--- src/rtl/mem_port_arbiter_pkg.sv ---
// Shared types and default sizing for the I/D memory port arbiter.
package mem_port_arbiter_pkg;

  localparam int unsigned ADDR_W_DEF       = 32;
  localparam int unsigned DATA_W_DEF       = 32;
  localparam int unsigned STARVE_LIMIT_DEF = 4;

  // Response slot owner for the cycle after a grant
  typedef enum logic [1:0] {
    IDLE,
    RESP_I,
    RESP_D
  } arb_state_t;

  // Combinational winner of the current cycle
  typedef enum logic [1:0] {
    GRANT_NONE,
    GRANT_I,
    GRANT_D
  } arb_grant_t;

  // Response slot that follows a given grant
  function automatic arb_state_t resp_state(arb_grant_t g);
    arb_state_t s;
    s = IDLE;
    case (g)
      GRANT_I: s = RESP_I;
      GRANT_D: s = RESP_D;
      default: s = IDLE;
    endcase
    return s;
  endfunction

endpackage

--- src/rtl/mem_port_arbiter_starve_counter.sv ---
// Saturating count of consecutive D wins while fetch is waiting.
module arb_starve_counter
  import mem_port_arbiter_pkg::*;
#(
  parameter int unsigned LIMIT = STARVE_LIMIT_DEF
) (
  input  logic clk,
  input  logic rst,
  input  logic inc,
  input  logic clr,
  output logic at_limit
);

  localparam int unsigned STARVE_W = $clog2(LIMIT + 1);

  logic [STARVE_W-1:0] cnt_q;

  // Clear wins over increment; hold once the limit is reached
  always_ff @(posedge clk) begin
    if (rst) begin
      cnt_q <= '0;
    end else if (clr) begin
      cnt_q <= '0;
    end else if (inc && (cnt_q != STARVE_W'(LIMIT))) begin
      cnt_q <= cnt_q + STARVE_W'(1);
    end
  end

  assign at_limit = (cnt_q == STARVE_W'(LIMIT));

endmodule

--- src/rtl/mem_port_arbiter.sv ---
// Shares one single-port synchronous memory between fetch (I) and MEM stage (D).
// D has priority; fetch is forced through after STARVE_LIMIT consecutive D wins.
module mem_port_arbiter
  import mem_port_arbiter_pkg::*;
#(
  parameter int unsigned ADDR_W       = ADDR_W_DEF,
  parameter int unsigned DATA_W       = DATA_W_DEF,
  parameter int unsigned STARVE_LIMIT = STARVE_LIMIT_DEF
) (
  input  logic              clk,
  input  logic              rst,
  input  logic              i_req_valid,
  output logic              i_req_ready,
  input  logic [ADDR_W-1:0] i_addr,
  output logic              i_resp_valid,
  output logic [DATA_W-1:0] i_resp_data,
  input  logic              d_req_valid,
  output logic              d_req_ready,
  input  logic [ADDR_W-1:0] d_addr,
  input  logic              d_we,
  input  logic [DATA_W-1:0] d_wdata,
  output logic              d_resp_valid,
  output logic [DATA_W-1:0] d_resp_data,
  output logic [ADDR_W-1:0] mem_addr,
  output logic              mem_we,
  output logic [DATA_W-1:0] mem_wdata,
  input  logic [DATA_W-1:0] mem_rdata,
  output logic              stall_if,
  output logic              stall_mem
);

  arb_state_t state_q, state_d;
  arb_grant_t grant;
  logic       resp_is_write_q, resp_is_write_d;
  logic       at_limit;
  logic       cnt_inc, cnt_clr;

  // Winner of this cycle; reset suppresses any grant
  always_comb begin
    grant = GRANT_NONE;
    if (!rst) begin
      if (i_req_valid && d_req_valid) begin
        grant = at_limit ? GRANT_I : GRANT_D;
      end else if (i_req_valid) begin
        grant = GRANT_I;
      end else if (d_req_valid) begin
        grant = GRANT_D;
      end
    end
  end

  assign cnt_inc = (grant == GRANT_D) && i_req_valid;
  assign cnt_clr = (grant == GRANT_I) || !i_req_valid;

  arb_starve_counter #(
    .LIMIT(STARVE_LIMIT)
  ) u_starve (
    .clk     (clk),
    .rst     (rst),
    .inc     (cnt_inc),
    .clr     (cnt_clr),
    .at_limit(at_limit)
  );

  // Response slot register: who gets the read data next cycle
  always_ff @(posedge clk) begin
    if (rst) begin
      state_q         <= IDLE;
      resp_is_write_q <= 1'b0;
    end else begin
      state_q         <= state_d;
      resp_is_write_q <= resp_is_write_d;
    end
  end

  // Grant mux, next response slot and response steering
  always_comb begin
    state_d         = resp_state(grant);
    resp_is_write_d = 1'b0;
    i_req_ready     = 1'b0;
    d_req_ready     = 1'b0;
    mem_addr        = '0;
    mem_we          = 1'b0;
    mem_wdata       = '0;
    i_resp_valid    = 1'b0;
    i_resp_data     = '0;
    d_resp_valid    = 1'b0;
    d_resp_data     = '0;

    case (grant)
      GRANT_I: begin
        i_req_ready = 1'b1;
        mem_addr    = i_addr;
      end
      GRANT_D: begin
        d_req_ready     = 1'b1;
        mem_addr        = d_addr;
        mem_we          = d_we;
        resp_is_write_d = d_we;
      end
      default: ;
    endcase

    if (!rst) begin
      mem_wdata = d_wdata;
      case (state_q)
        RESP_I: begin
          i_resp_valid = 1'b1;
          i_resp_data  = mem_rdata;
        end
        RESP_D: begin
          d_resp_valid = 1'b1;
          d_resp_data  = resp_is_write_q ? '0 : mem_rdata;
        end
        default: ;
      endcase
    end
  end

  assign stall_if  = !rst && i_req_valid && (grant != GRANT_I);
  assign stall_mem = !rst && d_req_valid && (grant != GRANT_D);

endmodule

--- config.mk ---
export PLATFORM = sky130hd
export DESIGN_NAME = mem_port_arbiter
export DESIGN_NICKNAME = d
export VERILOG_FILES = /design/src/rtl/mem_port_arbiter_pkg.sv /design/src/rtl/mem_port_arbiter_starve_counter.sv /design/src/rtl/mem_port_arbiter.sv
export SDC_FILE = /design/constraint.sdc
export NUM_CORES = 1
export LEC_CHECK = 0
export ABC_AREA = 1
export CAP_MARGIN = 20
export CORE_AREA = 5 5 101 103
export DETAILED_ROUTE_END_ITERATION = 10
export DIE_AREA = 0 0 106 108
export GPL_ROUTABILITY_DRIVEN = 0
export PLACE_DENSITY = 0.73
export SLEW_MARGIN = 20
export SYNTH_ARGS = -nofsm -noshare
export SYNTH_HDL_FRONTEND = slang
export SYNTH_SLANG_ARGS = --single-unit
--- constraint.sdc ---
create_clock -name clk -period 5.95 [get_ports clk]
set_input_delay 1.4875 -clock clk [delete_from_list [all_inputs] [get_ports clk]]
set_output_delay 1.4875 -clock clk [all_outputs]
set_load 0.05 [all_outputs]
==> impl_metrics.json, run 1 <==
{
  "grtUsageMet2": 0.315,
  "dr_total_vias": 2840,
  "rrSetupSlack_ps": 3880,
  "mostFrequentLayoutCell": "clkdlybuf4s50_1",
  "busiest_layer": "met2",
  "die_area_um2": 11400,
  "antenna_found_initial": 0,
  "grt_usage": 0.156,
  "die_y_um": 108,
  "ys_seq_elements": 6,
  "cp_max_fo": 32,
  "synth_top_area_share": 0.230,
  "p_per_area_nw_per_um2": 91.4,
  "port_buffers": 267,
  "criticalPathCategory": "input pin to primary output",
  "yosysWarnings": 0,
  "ant_nets": 0,
  "worst_slew_margin_rel": 0.326,
  "clockRootBuffer": "clkbuf_8",
  "synthCells": 334,
  "syn_area_um2": 1600,
  "setup_slack_ps": 588,
  "vias_per_cell": 4.07,
  "synth-seq-area-share": 0.0751,
  "path_clk_slew_ps": 40,
  "worstMarginPinSlew_ps": 1010,
  "cts.htree.levels": 1,
  "rsz0062_at_grt": "no",
  "place_ws_ps": 580,
  "numCtsBuffers": 3,
  "rr_startpoint": "u_starve.cnt_q[0]",
  "met1_usage": 0.140,
  "hp-class": "register to register",
  "cts_hold_buf": 0,
  "synth_nets": 473,
  "synth_top_area_cell": "nor2_1",
  "post_drt_wl_per_cell_um": 13.4,
  "syn_area_per_cell_um2": 4.79,
  "setup_viol": 0,
  "synthToLayoutAreaGrowth_pct": 186,
  "hpwl_mm": 8.28,
  "fin_skew_ps": 1.71,
  "worstPathArrival_ps": 3870,
  "cts_tree": "built",
  "die_x_um": 106,
  "layout_common_cells": "clkdlybuf4s50_1 (192), nor2_1 (98), inv_1 (79)",
  "finalHoldViolations": 0,
  "drt_iter0_drc": 65,
  "cts.sinks": 6,
  "period_share": 0.901,
  "p_leak_uw": 0.00214,
  "core_area_um2": 9110,
  "initial_core_util": 0.176,
  "r2r-end": "u_starve.cnt_q[1]",
  "grt_max_degree": 35,
  "routed_wl_mm": 9.37,
  "fmax_mhz": 186,
  "gr-total-overflow": 0,
  "grt_pass1_vias": 3117,
  "setup.worst_path.end_class": "primary output",
  "crit_start": "rst",
  "min_path_cells": 2,
  "row_count": 35,
  "hp-start": "u_starve.cnt_q[0]",
  "ys_types": 19,
  "dr.pass1.iters": 4,
  "synthTopCellsByArea": "nor2_1 (23%), inv_1 (19%), nand2_1 (17%)",
  "critical_path_required_ps": 4460,
  "grt_pass1_wl_mm": 14.5,
  "pin_count": 268,
  "diodes": 0,
  "fin_crit_ps": 5360,
  "clk_latency_ps": 230,
  "ff2ff_path_depth": 11,
  "post_cts_buffers": 0,
  "clk_path_buf_depth": 2,
  "final-max-slew-violation-count": 0,
  "outcome": "finished, final reports clean",
  "peakVddDrop_mv": 0.0414,
  "cts_resized": 0,
  "drive_gt1_frac": 0.157,
  "fin_nets": 727,
  "crit_path_start_kind": "input pin",
  "grt_use_met3": 0.0669,
  "drcViolationCount": 0,
  "max_cap_viol_count": 0,
  "holdPathEnd": "u_starve.cnt_q[0]",
  "setup_tns_ps": 0
}
-- synthesized netlist by cell type --
| master | n |
|---|---|
| nor2_1 | 98 |
| inv_1 | 79 |
| nand2_1 | 74 |
| a21oi_1 | 34 |
| buf_6 | 10 |
| buf_2 | 6 |
| dfxtp_1 | 6 |
| ha_1 | 6 |
| nor2_2 | 5 |
| clkbuf_1 | 3 |
| nand3_1 | 3 |
| buf_4 | 2 |
| nand2_4 | 2 |
| inv_2 | 1 |
| nor2_4 | 1 |
| nor3_1 | 1 |
| nor3_4 | 1 |
| o21ai_2 | 1 |
| xor2_1 | 1 |
-- metrics by stage --
stage	std cells	total power, µW	area [µm²]	utilization	hold slack, ps
finish	697	418	4570	0.502	480
global route	697	438	4570	0.502	514
CTS	697	422	4570	0.502	479
detailed placement	694	357	4530	0.497	473
global placement	694	354	4530	0.497	464
floorplan	334	191	1600	-	453
-- power breakdown --
group	switching [µW]	total, µW	leakage, µW	internal (µW)
logic	165	313	0.00207	148
clock network	19.2	62.8	0.0000216	43.6
registers	0.463	41.8	0.0000487	41.4
total	184	418	0.00214	233
-- routing by layer --
| metal | vias up | wire length, µm |
|---|---|---|
| li1 | 1448 | - |
| met1 | 1216 | 3100 |
| met2 | 169 | 4950 |
| met3 | 7 | 1210 |
| met4 | 0 | 122 |
| met5 | - | 0 |
-- kinds of logic after synthesis --
group	count (synthesis)	synth area share
AND/OR/NAND/NOR	185	0.467
buffers and inverters	101	0.293
AO/OA/AOI/OAI	35	0.112
adder cells (fa/ha/maj)	6	0.0469
flip-flops	6	0.0751
XOR/XNOR	1	0.00548
-- final cells by class --
class	count	area (µm²)
tap	111	139
fill	855	4540
sequential	6	120
clock buffer	3	41.3
inverter	80	300
multi-input combinational	227	1010
timing repair buffer	270	2960
-- critical path, stage by stage --
cell,delay [ps]
clkdlybuf4s50_1,680
inv_2,100
nand3_1,150
inv_1,80
ha_1,950
a21oi_1,190
buf_12,220
-- how the worst max path moves through the flow --
stage,cells past startpoint,slack [ps],end
floorplan,9,880,mem_addr[11]
global placement,7,640,mem_addr[18]
detailed placement,7,580,mem_addr[22]
CTS,7,570,mem_addr[7]
global route,7,380,mem_addr[8]
finish,7,590,mem_addr[7]
-- sequential cells by signal (all words and copies together) (netlist names) --
register         count
resp_is_write_q      1
u_starve.cnt_q       3
state_q              2
(Power assumes the default switching activity.)
==> inputs of run 2 (changes only) <==
==> constraint.sdc (replaced) <==
create_clock -name clk -period 5.95 [get_ports clk]
set_input_delay 0.595 -clock clk [delete_from_list [all_inputs] [get_ports clk]]
set_output_delay 0.595 -clock clk [all_outputs]
set_load 0.05 [all_outputs]
==> run 2 against run 1 <==
Effect of this change:
- sequential power about the same
- highest routed layer unchanged
- flip-flop and latch count unchanged
- worst hold slack improved by 22 ps
- worst setup slack improved by 1500 ps
- die area unchanged
- count of clock-buffer cells in the layout unchanged
- design area decreased by 6.0%
- utilization decreased by 3.0 points
- register-to-register slack got worse by 40 ps
- sequential share of layout area increased by 0.17 points
- critical endpoint is now mem_addr[18]
==> impl_metrics.json, run 2 (synthesis gave the netlist of run 1 again) <==
{
  "vias_per_cell": 4.13,
  "fin_nets": 725,
  "clk_path_buf_depth": 2,
  "die_area_um2": 11400,
  "setup_slack_ps": 2070,
  "switching_power_uw": 176,
  "criticalPathCategory": "input pin to primary output",
  "setup.worst_path.end_class": "primary output",
  "max_cap_viol_count": 0,
  "outcome": "finished, final reports clean",
  "total_power_uw": 394,
  "grt_pass1_vias": 2876,
  "synthToLayoutAreaGrowth_pct": 169,
  "drive_gt1_frac": 0.0291,
  "clk_latency_ps": 220,
  "cts.sinks": 6,
  "fin_skew_ps": 3.01,
  "cts_tree": "built",
  "cts_resized": 0,
  "initial_core_util": 0.176,
  "finalHoldWorstSlack_ps": 502,
  "antenna_found_initial": 0,
  "clockRootBuffer": "clkbuf_8",
  "post_drt_wl_per_cell_um": 13.3,
  "hpwl_mm": 8.15,
  "p_leak_uw": 0.00188,
  "dr_total_vias": 2871,
  "layout_common_cells": "clkdlybuf4s50_1 (267), nor2_1 (98), inv_1 (79)",
  "clkPwrFrac": 0.151,
  "largest_register": "u_starve.cnt_q",
  "path_clk_slew_ps": 40,
  "p_per_area_nw_per_um2": 91.7,
  "grt_max_degree": 38,
  "core_area_um2": 9110,
  "switching_share": 0.448,
  "worstMarginPinSlew_ps": 644,
  "hp-class": "register to register",
  "p_comb_frac": 0.743,
  "worstPathArrival_ps": 3290,
  "cts_hold_buf": 0,
  "numCtsBuffers": 3,
  "critical_path_required_ps": 5360,
  "crit_path_start_kind": "input pin",
  "finalHoldViolations": 0,
  "reg_top3": "u_starve.cnt_q x3, state_q x2, resp_is_write_q x1",
  "min_path_cells": 2,
  "routed_wl_mm": 9.21,
  "post_cts_buffers": 0,
  "largest_reg_flops": 3,
  "setup_tns_ps": 0,
  "pwr-share-seq": 0.106,
  "setup_viol": 0,
  "drcViolationCount": 0,
  "port_buffers": 267,
  "pin_count": 268,
  "fin_util": 0.472,
  "rsz0062_at_grt": "no",
  "gr-total-overflow": 0,
  "die_x_um": 106,
  "fillers": 906,
  "period_share": 0.652,
  "dr.pass1.iters": 6,
  "mostFrequentLayoutCell": "clkdlybuf4s50_1",
  "drt_iter0_drc": 111,
  "row_count": 35,
  "peakVddDrop_mv": 0.0426,
  "final-max-slew-violation-count": 0,
  "grt_usage": 0.144,
  "ant_nets": 0,
  "p_int_uw": 217,
  "cts.htree.levels": 1,
  "grt_pass1_wl_mm": 13.6,
  "place_ws_ps": 1650,
  "fmax_mhz": 258,
  "cp_max_fo": 34,
  "fin_crit_ps": 3880,
  "die_y_um": 108,
  "diodes": 0,
  "ff2ff_path_depth": 10,
  "worst_slew_margin_rel": 0.571
}
run 2: cell types whose count changed in the layout (fill, tap and decap cells not counted):
cell             delta
ha_1                -2
clkdlybuf4s50_1    +75
buf_12             -36
buf_4              -41
ha_2                +2
run 2: critical path, stage by stage:
cell	delay, ps
clkdlybuf4s50_1	510
inv_2	130
nand3_1	150
inv_1	120
ha_2	600
nand2_1	150
a21oi_1	180
clkdlybuf4s50_1	830
run 2: power by group through the flow:
| stage | Clock, µW | Combinational [µW] | Sequential (µW) |
|---|---|---|---|
| 2_1_floorplan | 0 | 149 | 42.3 |
| 3_3_place_gp | 0 | 291 | 42.4 |
| 3_5_place_dp | 0 | 293 | 42.4 |
| 4_1_cts | 60.7 | 295 | 41.8 |
| 5_1_grt | 63.3 | 308 | 41.9 |
| 6_report | 59.5 | 292 | 41.8 |
run 2: path summary, 6_finish.rpt:
| path | startpoint | end | slack, ps |
|---|---|---|---|
| worst max-delay path | rst | mem_addr[18] | 2070 |
| worst min-delay path | u_starve.cnt_q[1] | u_starve.cnt_q[1] | 500 |
| worst max register to register | u_starve.cnt_q[0] | u_starve.cnt_q[1] | 3840 |
| worst min register to register | u_starve.cnt_q[1] | u_starve.cnt_q[1] | 500 |
run 2: per-layer routing:
metal | routed length (µm) | GRT usage
met4 | 74 | 0.0287
met3 | 1080 | 0.0513
met5 | 0 | 0
met1 | 3170 | 0.138
met2 | 4890 | 0.295
run 2: metrics by stage:
| step | cells | instance area (µm²) |
|---|---|---|
| 3_3_place_gp | 692 | 4250 |
| 2_1_floorplan | 334 | 1600 |
| 3_5_place_dp | 692 | 4250 |
| 5_1_grt | 695 | 4300 |
| 4_1_cts | 695 | 4290 |
| 6_report | 695 | 4300 |
run 2: area by class of cell:
class	count	area, µm²	share of cell area
sequential	6	120	0.0280
multi-input combinational	227	1010	0.236
tap	111	139	0.0323
clock buffer	3	41.3	0.00961
timing repair buffer	268	2680	0.624
inverter	80	300	0.0699
==> inputs of run 3 (changes only) <==
- CORE_AREA: 5 5 101 103 -> not set
- CORE_ASPECT_RATIO: not set -> 0.7
- CORE_MARGIN: not set -> 5
- CORE_UTILIZATION: not set -> 20
- DIE_AREA: 0 0 106 108 -> not set
- PLACE_DENSITY: 0.73 -> 0.84
- clock period: 5.95 -> 3.4 ns (I/O delays scaled with it)
==> run 3 against run 2 <==
Effect of this change:
- count of clock-buffer cells in the layout stayed put
- critical endpoint unchanged
- highest routed layer unchanged
- sequential share of layout area is 0.18 points lower
- utilization grew 11 points
- worst setup slack lost 1500 ps
==> impl_metrics.json, run 3 (synthesis gave the netlist of run 1 again) <==
{
  "p_int_uw": 486,
  "synthToLayoutAreaGrowth_pct": 187,
  "pin_count": 268,
  "clkPwrFrac": 0.234,
  "post_drt_wl_per_cell_um": 13.5,
  "reg_top3": "u_starve.cnt_q x3, state_q x2, resp_is_write_q x1",
  "p_per_area_nw_per_um2": 178,
  "fmax_mhz": 359,
  "final-max-slew-violation-count": 0,
  "multiInputGateArea_um2": 1010,
  "post_cts_buffers": 0,
  "largest_reg_flops": 3,
  "rrSetupSlack_ps": 1530,
  "routed_wl_mm": 9.29,
  "p_comb_frac": 0.677,
  "cp_max_fo": 32,
  "clockRootBuffer": "clkbuf_16",
  "r2r-end": "u_starve.cnt_q[0]",
  "period_share": 0.819,
  "min_path_cells": 2,
  "cts_hold_buf": 0,
  "peakVddDrop_mv": 0.118,
  "worstPathArrival_ps": 2450,
  "grt_max_degree": 39,
  "largest_register": "u_starve.cnt_q",
  "vias_per_cell": 4.19,
  "hp-start": "u_starve.cnt_q[1]",
  "fillers": 684,
  "drt_iter0_drc": 68,
  "dr_total_vias": 2877,
  "critical_path_required_ps": 3060,
  "worst_slew_margin_rel": 0.608,
  "hp-class": "register to register",
  "finalHoldViolations": 0,
  "row_count": 27,
  "antenna_found_initial": 0,
  "drive_gt1_frac": 0.203,
  "drcViolationCount": 0,
  "cts_resized": 0,
  "mostFrequentLayoutCell": "clkdlybuf4s50_1",
  "switching_power_uw": 330,
  "setup.worst_path.end_class": "primary output",
  "layout_common_cells": "clkdlybuf4s50_1 (166), nor2_1 (98), inv_1 (79)",
  "crit_path_start_kind": "register",
  "core_area_um2": 7840,
  "rsz0062_at_grt": "no",
  "switching_share": 0.404,
  "numCtsBuffers": 3,
  "port_buffers": 267,
  "cts_tree": "built",
  "finalHoldWorstSlack_ps": 485,
  "grt_usage": 0.169,
  "diodes": 0,
  "clk_path_buf_depth": 2,
  "regArea_um2": 120,
  "setup_viol": 0,
  "max_cap_viol_count": 0,
  "fin_skew_ps": 0.691,
  "grt_pass1_vias": 2938,
  "ant_nets": 0,
  "ff2ff_path_depth": 10,
  "initial_core_util": 0.204,
  "worstMarginPinSlew_ps": 588,
  "fin_nets": 727,
  "die_y_um": 84.8,
  "criticalPathCategory": "register to primary output",
  "fin_crit_ps": 2790,
  "grt_pass1_wl_mm": 13.7,
  "holdPathEnd": "u_starve.cnt_q[1]",
  "hpwl_mm": 8.04,
  "rr_startpoint": "u_starve.cnt_q[0]",
  "path_clk_slew_ps": 30,
  "gr-total-overflow": 0,
  "die_area_um2": 9910,
  "cts.sinks": 6,
  "setup_tns_ps": 0,
  "cts.htree.levels": 1,
  "dr.pass1.iters": 4,
  "die_x_um": 117,
  "clk_latency_ps": 230,
  "pwr-share-seq": 0.090,
  "outcome": "finished, final reports clean",
  "p_leak_uw": 0.00222
}
[run 3: cell types whose count changed in the layout (fill, tap and decap cells not counted), sizes merged]
cell | before | now
clkdlybuf4s50 | 267 | 166
buf | 1 | 104
[run 3: power groups by stage]
stage                     Clock (µW)  Combinational (µW)  Sequential, µW
after global routing             198                 582            73.4
after detailed placement           0                 553            74.3
after floorplan                    0                 261            74.1
after global placement             0                 545            74.1
after CTS                        195                 555            73.3
final                            190                 552            73.3
[run 3: stage by stage]
step / utilization / std cells / cell area, µm² / setup WS (ps) / total power, µW
2_1_floorplan: - / 334 / 1600 / 435 / 335
3_3_place_gp: 0.576 / 684 / 4510 / 523 / 619
3_5_place_dp: 0.576 / 684 / 4510 / 465 / 628
4_1_cts: 0.585 / 687 / 4590 / 260 / 823
5_1_grt: 0.586 / 687 / 4590 / 386 / 854
6_report: 0.586 / 687 / 4590 / 615 / 815
[run 3: area by class of cell]
class	count	share of cell area
repair buffers	270	0.644
multi-input cells	227	0.221
inverters	80	0.0654
well taps	101	0.0275
flip-flops and latches	6	0.0262
clock buffers	3	0.0164
[run 3: worst max-delay path by stage]
stage                     cells after the start      endpoint  slack (ps)         startpoint
after global routing                          9  mem_addr[18]         390  u_starve.cnt_q[0]
after CTS                                     9  mem_addr[18]         260  u_starve.cnt_q[0]
after floorplan                              11  mem_addr[11]         440  u_starve.cnt_q[0]
after detailed placement                      7  mem_addr[18]         470                rst
after global placement                        7  mem_addr[16]         520                rst
final                                         9  mem_addr[18]         610  u_starve.cnt_q[0]
[run 3: routing by layer]
layer	vias up	track usage	share of wire
met4	0	0.0458	0.016
li1	1452	-	-
met5	-	0	0
met3	10	0.0563	0.13
met1	1245	0.158	0.31
met2	170	0.342	0.54
[run 3: worst max-delay path: stages (launching register included)]
cell	delay, ps
dfxtp_1	360
inv_1	80
ha_1	190
nand2_1	180
nand2_1	80
nand3_1	130
inv_1	80
ha_2	710
a21oi_1	180
buf_12	200
